## src/rtl/arb_mux_pkg.sv

```systemverilog
// Shared constants and helpers for the N-to-1 arbitrated multiplexer.
package arb_mux_pkg;

    localparam int MODE_SEL = 0;   // channel chosen by the external select
    localparam int MODE_RR  = 1;   // channel chosen by the round-robin arbiter

    // Index width for n channels; never narrower than one bit.
    function automatic int sel_w(input int n);
        int w;
        w = $clog2(n);
        return (w < 1) ? 1 : w;
    endfunction

endpackage

```

## src/rtl/arb_mux_nx1_rr_pick.sv

```systemverilog
// Combinational round-robin search: first valid channel at or after ptr.
module rr_pick
    import arb_mux_pkg::*;
#(
    parameter int N    = 4,
    parameter int SELW = sel_w(N)
) (
    input  logic [SELW-1:0] ptr,
    input  logic [N-1:0]    valid,
    output logic [SELW-1:0] grant,
    output logic            grant_valid
);

    logic w_hit;

    // Walk ptr, ptr+1, ..., wrapping past N-1; the first valid channel wins.
    always_comb begin
        grant       = '0;
        grant_valid = 1'b0;
        w_hit       = 1'b0;
        for (int k = 0; k < N; k++) begin
            int idx;
            idx         = (int'(ptr) + k) % N;
            w_hit       = !grant_valid && valid[idx];
            grant       = w_hit ? idx[SELW-1:0] : grant;
            grant_valid = grant_valid | valid[idx];
        end
    end

endmodule

```

## src/rtl/arb_mux_nx1.sv

```systemverilog
// Registered N-to-1 multiplexer with valid/ready handshakes and a one-entry
// output buffer; channel chosen by external select or round-robin.
module arb_mux_nx1
    import arb_mux_pkg::*;
#(
    parameter int WIDTH = 32,
    parameter int N     = 4,
    parameter int MODE  = MODE_SEL,
    parameter int SELW  = sel_w(N)
) (
    input  logic               clk,
    input  logic               rst_n,
    input  logic [N*WIDTH-1:0] in_data,
    input  logic [N-1:0]       in_valid,
    output logic [N-1:0]       in_ready,
    input  logic [SELW-1:0]    sel,
    output logic [WIDTH-1:0]   out_data,
    output logic               out_valid,
    input  logic               out_ready,
    output logic [SELW-1:0]    out_src
);

    logic [WIDTH-1:0] r_out_data;
    logic             r_out_valid;
    logic [SELW-1:0]  r_out_src;
    logic [SELW-1:0]  r_ptr;

    logic             w_load_en;
    logic             w_grant_valid;
    logic             w_xfer;
    logic [SELW-1:0]  w_grant;
    logic [WIDTH-1:0] w_grant_data;

    // Buffer can take a beat when empty or being drained this cycle.
    assign w_load_en = !r_out_valid || out_ready;
    assign w_xfer    = w_load_en && w_grant_valid;

    generate
        if (MODE == MODE_RR) begin : g_rr
            logic w_unused_sel;
            assign w_unused_sel = ^sel;

            rr_pick #(
                .N    (N),
                .SELW (SELW)
            ) u_rr_pick (
                .ptr         (r_ptr),
                .valid       (in_valid),
                .grant       (w_grant),
                .grant_valid (w_grant_valid)
            );
        end else begin : g_sel
            logic w_unused_ptr;
            assign w_unused_ptr = ^r_ptr;

            // External select: only an in-range channel that is offering data is granted.
            always_comb begin
                w_grant       = sel;
                w_grant_valid = 1'b0;
                for (int i = 0; i < N; i++) begin
                    w_grant_valid = (int'(sel) == i) ? in_valid[i] : w_grant_valid;
                end
            end
        end
    endgenerate

    // Pick the granted channel's data word (loop keeps out-of-range indices harmless).
    always_comb begin
        w_grant_data = '0;
        for (int i = 0; i < N; i++) begin
            w_grant_data = (int'(w_grant) == i) ? in_data[i*WIDTH +: WIDTH] : w_grant_data;
        end
    end

    // One-hot accept strobe, forced low for the whole time reset is asserted.
    always_comb begin
        in_ready = '0;
        for (int i = 0; i < N; i++) begin
            in_ready[i] = rst_n && w_xfer && (int'(w_grant) == i);
        end
    end

    // Output buffer and round-robin pointer: load, drain or hold.
    always_ff @(posedge clk) begin
        if (!rst_n) begin
            r_out_data  <= '0;
            r_out_src   <= '0;
            r_out_valid <= 1'b0;
            r_ptr       <= '0;
        end else if (w_xfer) begin
            r_out_data  <= w_grant_data;
            r_out_src   <= w_grant;
            r_out_valid <= 1'b1;
            if (MODE == MODE_RR) begin
                r_ptr <= (int'(w_grant) == N - 1) ? '0 : w_grant + SELW'(1'b1);
            end else begin
                r_ptr <= '0;
            end
        end else if (r_out_valid && out_ready) begin
            r_out_valid <= 1'b0;
        end else begin
            r_out_valid <= r_out_valid;
        end
    end

    assign out_data  = r_out_data;
    assign out_valid = r_out_valid;
    assign out_src   = r_out_src;

endmodule

```

## config.mk

```make
export PLATFORM = sky130hd
export DESIGN_NAME = arb_mux_nx1
export DESIGN_NICKNAME = d
export VERILOG_FILES = /design/src/rtl/arb_mux_pkg.sv /design/src/rtl/arb_mux_nx1_rr_pick.sv /design/src/rtl/arb_mux_nx1.sv
export SDC_FILE = /design/constraint.sdc
export NUM_CORES = 1
export LEC_CHECK = 0
export BUFFER_PORTS_ARGS = -buffer_cell sky130_fd_sc_hd__clkbuf_2
export CAP_MARGIN = 20
export CORE_ASPECT_RATIO = 1.2
export CORE_UTILIZATION = 30
export DETAILED_ROUTE_END_ITERATION = 8
export GPL_ROUTABILITY_DRIVEN = 0
export SYNTH_ARGS = -nofsm -noshare
export SYNTH_HDL_FRONTEND = slang
export SYNTH_SLANG_ARGS = --single-unit
```

## constraint.sdc

```tcl
create_clock -name clk -period 3.1 [get_ports clk]
set_input_delay 0.31 -clock clk [delete_from_list [all_inputs] [get_ports clk]]
set_output_delay 0.31 -clock clk [all_outputs]
set_load 0.005 [all_outputs]
```

==> impl_results.md, run 1 <==
* Status: finished with violations
* Violated checks: design-rule violations
* Sw frac at 28.2%
* Async SR Flop Fraction at 0%
* Nets@finish at 511
* GRT Residual Overflow at 0
* Hold Path Class: primary input to flip-flop
* Cell depth of the worst flop-to-flop path at 4
* Clk buf depth at 2
* Final Cycle Share at 71.3%
* Startpoint class of the critical path: primary input
* Slew Limit Fails at 0
* Tmin final at 2.21 ns
* Post-Syn Area at 0.00243 mm²
* Top_reg_cell synth: dfxtp_1
* Site Rows at 35
* Drt pass-1 iters at 6
* Setup TNS at 0 ns
* Worst Setup End Kind: output port
* CP arrival at 1.90 ns
* Clock share of power at 29.6%
* Fill count at 760
* RSZ-0062 raised after global routing: no
* PD cells at 362 mW/mm²
* Die ar. at 0.00848 mm²
* Port Buffers at 175
* Vias in the first global route at 2354
* Critical path class: primary input to output port
* Die width at 84.2 µm
* Initial Util at 31.4%
* Worst skew pair latency at 0.28 ns
* Initial antenna violation count at 0
* Worst Path Required at 2.79 ns
* Comb power frac at 29.1%
* Flop pwr share at 41.2%
* Final setup viols at 0
* Core ar. at 0.00775 mm²
* Cell variety after synth at 26
* EDFF count, synth at 0
* H-tree Lvls at 2
* Sequential area share after synthesis at 28.8%
* Synth Area in Adders at 0%
* Number of CTS-inserted buffers at 5
* Post-DRT Antenna Nets at 0
* CTS resizes at 0
* Slew margin rel. at 38.7%
* Maximum vdd drop at 160 µV
* Ys Warns at 0
* N_diodes at 0
* Die H at 101 µm
* WHS Path Cells at 3
* Mean Syn Cell Area at 11.5 µm²
* Post-synthesis xor/xnor area fraction at 0%
* Placed Cells at 459
* Syn nets at 349
* P_sw at 352 µW
* Final setup margin at 0.891 ns
* Register area at 701 µm²
* Worst Tran Pin Value at 0.920 ns
* Mux contribution to synthesized area at 30.6%
* Wire per inst at 15.5 µm
* R2R Setup Slk at 1.34 ns
* Main combinational cell family by area after synthesis: multiplexers
* Synth Area in Simple Gates at 16.5%
* Final wirelength at 7.26 mm
* Setup Fix Bufs, Post-CTS at 0
* Internal power at 894 µW
* Finished Layout Cells at 467
* DR iter-0 viols at 63
* Hpwl dp at 5.60 mm
* # IOs at 176
* Share of cells above drive strength 1 at 68.0%
* Vias at 2351
* Tot GR Track Use at 16.9%
* Max Cap Viol at 0
* Post-DP Area at 0.00334 mm²
* Vias/cell at 5.03
* Residual DRC count at 14
* Crit-path max FO at 17
* TritonCTS clock tree: built
* Synth Register Bits at 35
* Post-route cell area at 0.00344 mm²
* Highest Clock Rate at 0.453 GHz
* Area Overhead vs Synth at 41.3%
* Cts hold-fix bufs at 0
* Total Power at 1250 µW
* Leak pwr at 0.00155 µW
* Post-Synthesis Cells at 212
* First-pass GRT wire length at 11.3 mm
* Largest net degree at the start of global routing at 39
* Clk Tree Root Cell: clkbuf_8
* Worst Clk Skew at 0.00418 ns
* Clock transition at path regs at 0.07 ns
* Hold Vio Cnt, Final at 0
* TritonCTS Sinks at 35
* Compound-Gate Fraction of Synth Area at 17.7%
* Pre-CTS worst setup slack at 0.819 ns
* Multi-input logic area at 0.00158 mm²
[state kept, by name, summed over array words and instances (netlist names)]
register   flops
out_valid      1
out_src        2
out_data      32
[cell usage in the layout (no fill, tap or decap), types with 2 or more instances in the layout]
cell type  Yosys  routed
a21boi_1      33      33
and4_1         2       2
buf_4          0       5
clkbuf_2       2     175
clkbuf_8       0       7
dfxtp_1       35      35
inv_1          2       2
mux4_2        32      32
nand3_1        5       4
nand3_2       30      31
nor2_1         2       2
nor2b_1        2       2
o21ai_0       28      28
o21ai_1        6       6
[cell type report]
cell class / instances / area share, %
sequential: 35 / 20.4
clock buffer: 8 / 2.91
multi-input combinational: 149 / 46.0
tap: 92 / 3.35
timing repair buffer: 181 / 27.1
inverter: 2 / 0.218
[cells by family (layout without fill, tap and decap cells)]
kind of cell           after synthesis  count (layout)
muxes                               34              34
DFF                                 35              35
AOI/OAI and AO/OA                   69              69
and+or+nand+nor                     46              46
buffers and inverters               28             191
[cells in the mapped netlist, types with 4 or more instances]
cell type | count | area (µm²)
nand3_2 | 30 | 300
clkbuf_1 | 7 | 26.3
a21boi_1 | 33 | 248
buf_6 | 4 | 45.0
dfxtp_1 | 35 | 701
mux4_2 | 32 | 721
o21ai_0 | 28 | 140
o21ai_1 | 6 | 30.0
nand3_1 | 5 | 25.0
buf_2 | 9 | 45.0
[power groups by stage]
| stage | registers [µW] | logic (µW) | clock network (µW) |
|---|---|---|---|
| after floorplan | 526 | 208 | 0 |
| after global placement | 523 | 361 | 0 |
| after detailed placement | 524 | 369 | 0 |
| after CTS | 514 | 370 | 378 |
| after global routing | 518 | 398 | 399 |
| final | 513 | 363 | 369 |
[routing by layer]
metal / vias to the layer above / track usage [%] / share of wire (%)
met5: - / 0 / 0
met1: 1110 / 19.2 / 39
li1: 1146 / - / -
met2: 87 / 31.8 / 54
met3: 8 / 2.78 / 5.2
met4: 0 / 6.10 / 1.6
[critical path: stages]
cell	delay, ns
clkbuf_2	0.36
mux2_2	0.27
and3_1	0.53
nand3_1	0.17
nor2_1	0.13
clkbuf_2	0.12
[stage by stage]
stage | util (%) | hold WS, ns
floorplan | - | 0.455
global placement | 43.1 | 0.445
detailed placement | 43.1 | 0.451
CTS | 44.4 | 0.406
global route | 44.4 | 0.427
finish | 44.4 | 0.411
[path summary, 6_finish.rpt]
kind / startpoint / endpoint
worst max register to register: out_valid / out_data[20]
worst min register to register: out_data[18] / out_data[18]
worst max-delay path: sel[0] / in_ready[2]
worst min-delay path: out_ready / out_valid
No activity file was read; power rests on OpenSTA's default activity.
==> inputs of run 2 (changes only) <==
- ABC_AREA: unset -> 1
- clock period: 3.1 -> 2.14 ns (I/O delays scaled with it)
==> run 2 against run 1 <==
Against the previous run:
- the run still ends with design-rule violations left
- sequential power up 45%
- via count up 39%
- combinational power up 48%
- utilization down 0.73 points
- worst setup slack worse by 0.46 ns
- final cell count up 31%
- critical endpoint unchanged
- largest power group unchanged
- highest routed layer unchanged
==> impl_results.md, run 2 <==
* Post-DRT Antenna Nets at 0 (unchanged)
* Die width at 84.3 µm (was 84.2 µm)
* Share of cells above drive strength 1 at 40.4% (was 68.0%)
* Number of CTS-inserted buffers at 5 (unchanged)
* Pre-CTS worst setup slack at 0.411 ns (was 0.819 ns)
* Worst path buffer plus inverter count at 3 (was 2)
* Vias in the first global route at 2937 (was 2354)
* Slew Limit Fails at 0 (unchanged)
* Worst Tran Pin Value at 0.505 ns (was 0.920 ns)
* First-pass GRT wire length at 14.5 mm (was 11.3 mm)
* Worst skew pair latency at 0.28 ns (about the same)
* Synth top cells by count: 122 x nand3_1, 76 x nand2_1, 66 x nand4_1 (was 35 x dfxtp_1, 33 x a21boi_1, 32 x mux4_2)
* TritonCTS Sinks at 35 (unchanged)
* Startpoint class of the critical path: primary input (unchanged)
* CP delay by family, top: simple AND/OR/NAND/NOR gates (unchanged)
* Highest Clock Rate at 0.584 GHz
* Slew margin rel. at 66.3% (was 38.7%)
* Worst Setup End Kind: output port (unchanged)
* Initial Util at 31.3% (was 31.4%)
* Violated checks: design-rule violations (unchanged)
* Synth top area share at 28.7% (was 29.6%)
* Wire per inst at 14.6 µm (was 15.5 µm)
* # IOs at 176 (unchanged)
* Final setup margin at 0.429 ns (was 0.891 ns)
* Syn nets at 503 (was 349)
* Top_reg_cell synth: dfxtp_1 (unchanged)
* Final wirelength at 8.91 mm (was 7.26 mm)
* Vias/cell at 5.33 (was 5.03)
* H-tree Lvls at 2 (unchanged)
* CP arrival at 1.50 ns (was 1.90 ns)
* DR iter-0 viols at 232 (was 63)
* Commonest cells after routing, fill and taps aside: 175 x clkbuf_2, 122 x nand3_1, 76 x nand2_1 (was 175 x clkbuf_2, 35 x dfxtp_1, 33 x a21boi_1)
* Synth Register Bits at 35 (unchanged)
* Final Cycle Share at 80.0%
* Ys Warns at 0 (unchanged)
* GRT Residual Overflow at 0 (unchanged)
* Synth Area in Simple Gates at 60.9% (was 16.5%)
* Post-Synthesis Cells at 366 (was 212)
* Sequential area share after synthesis at 28.7% (was 28.8%)
* Vias at 3264 (was 2351)
* Post-synth top area cell: dfxtp_1 (was mux4_2)
* Max stage delay on crit path at 0.24 ns (was 0.53 ns)
* Mean Syn Cell Area at 6.66 µm² (was 11.5 µm²)
* EDFF count, synth at 0 (unchanged)
* Cell variety after synth at 17 (was 26)
* Setup TNS at 0 ns (unchanged)
* Clk buf depth at 2 (unchanged)
* Worst Path Required at 1.93 ns (was 2.79 ns)
* Site Rows at 35 (unchanged)
* Drt pass-1 iters at 7 (was 6)
* Async SR Flop Fraction at 0% (unchanged)
* Top-count cell post-synth: nand3_1 (was dfxtp_1)
* Leak pwr at 0.00178 µW (was 0.00155 µW)
* Post-Syn Area at 0.00244 mm² (was 0.00243 mm²)
* CTS resizes at 0 (unchanged)
* Tmin final at 1.71 ns
* Die ar. at 0.00849 mm² (was 0.00848 mm²)
* N_diodes at 0 (unchanged)
* Final Core Density at 43.7% (was 44.4%)
* Status: finished with violations (unchanged)
* Hold Vio Cnt, Final at 0 (unchanged)
* Worst Clk Skew at 0.00258 ns (was 0.00418 ns)
* Setup Fix Bufs, Post-CTS at 0 (unchanged)
* Die H at 101 µm (about the same)
* Port Buffers at 175 (unchanged)
* Routed wl met3 at 489 µm (was 376 µm)
* Core ar. at 0.00779 mm² (was 0.00775 mm²)
* Final setup viols at 0 (unchanged)
* Mux contribution to synthesized area at 0% (was 30.6%)
* Largest net degree at the start of global routing at 51 (was 39)
* Residual DRC count at 14 (unchanged)
* Area Overhead vs Synth at 39.6% (was 41.3%)
* Hold Path Class: primary input to flip-flop (unchanged)
* WL met2 at 4.44 mm (was 3.92 mm)
* Initial antenna violation count at 0 (unchanged)
* Largest cells by area after synthesis: dfxtp_1 29%, nand3_1 25%, nand4_1 17% (was mux4_2 30%, dfxtp_1 29%, nand3_2 12%)
* Clk Tree Root Cell: clkbuf_8 (unchanged)
* Tot GR Track Use at 21.1% (was 16.9%)
* WL met1 at 3.80 mm (was 2.85 mm)
* Synth Area in Adders at 0% (unchanged)
* CP Cell Sequence: clkbuf_2 -> buf_4 -> nand2_1 -> nand3_2 -> nand2_4 -> nand3_1 -> nor2_1 -> clkbuf_2 (was clkbuf_2 -> mux2_2 -> and3_1 -> nand3_1 -> nor2_1 -> clkbuf_2)
* Hold Worst Slack at 0.272 ns (was 0.411 ns)
* Post-synthesis xor/xnor area fraction at 0% (unchanged)
* TritonCTS clock tree: built (unchanged)
* Crit-path max FO at 19 (was 17)
* Cell mode on critical path: clkbuf_2 (unchanged)
* Max Cap Viol at 0 (unchanged)
* Critical path class: primary input to output port (unchanged)
* Top sig layer: met4 (unchanged)
* Nets@finish at 656 (was 511)
* Number of flip-flops in the largest register at 32 (unchanged)
* RSZ-0062 raised after global routing: no (unchanged)
* Most common cell after layout, fill and taps aside: clkbuf_2 (unchanged)
* Critical path's slowest cell: buf_4 (was and3_1)
* Main combinational cell family by area after synthesis: simple AND/OR/NAND/NOR gates (was multiplexers)
* Clock transition at path regs at 0.07 ns (about the same)
* Compound-Gate Fraction of Synth Area at 0% (was 17.7%)
* Cts hold-fix bufs at 0 (unchanged)
* Maximum vdd drop at 212 µV (was 160 µV)
* PD cells at 530 mW/mm² (was 362 mW/mm²)
* Hpwl dp at 6.62 mm (was 5.60 mm)
run 2: kinds of logic after synthesis:
| group | after synthesis |
|---|---|
| buffers and inverters | 49 |
| flip-flops | 35 |
| AND/OR/NAND/NOR | 282 |
run 2: area by class of cell:
cell class                      instances  area [µm²]
Sequential cell                        35         701
Timing Repair Buffer                  188         973
Multi-Input combinational cell        282        1490
Clock buffer                            8         100
Tap cell                               92         115
Inverter                                7        28.8
Fill cell                             847        4390
run 2: path summary, 6_finish.rpt:
check,startpoint,endpoint,slack [ns],depth (start not counted)
max,sel[1],in_ready[2],0.43,8
min,in_data[27],out_data[27],0.27,5
max reg2reg,out_valid,out_data[19],1.01,4
min reg2reg,out_data[7],out_data[7],0.47,2
run 2: worst register-to-register path, delay by kind of cell, from the launching register on:
| family | cells | cell delay (ns) |
|---|---|---|
| flip-flops | 1 | 0.31 |
| buffers and inverters | 1 | 0.29 |
| AND/OR/NAND/NOR | 3 | 0.48 |
run 2: power breakdown:
group	switching (µW)	total, µW	internal, µW
clock	231	525	294
combinational	305	536	231
sequential	34.1	744	710
total	570	1800	1230
run 2: through the flow:
step	area [µm²]	instances	total power, µW
floorplan	2440	366	1060
global placement	3300	604	1290
CTS	3400	612	1830
detailed placement	3300	604	1300
finish	3400	612	1800
global route	3400	612	1920
run 2: per-layer routing:
layer | up-vias | track usage (%)
li1 | 1634 | -
met1 | 1493 | 27.3
met2 | 125 | 35.9
met3 | 12 | 2.78
met4 | 0 | 7.43
met5 | - | 0
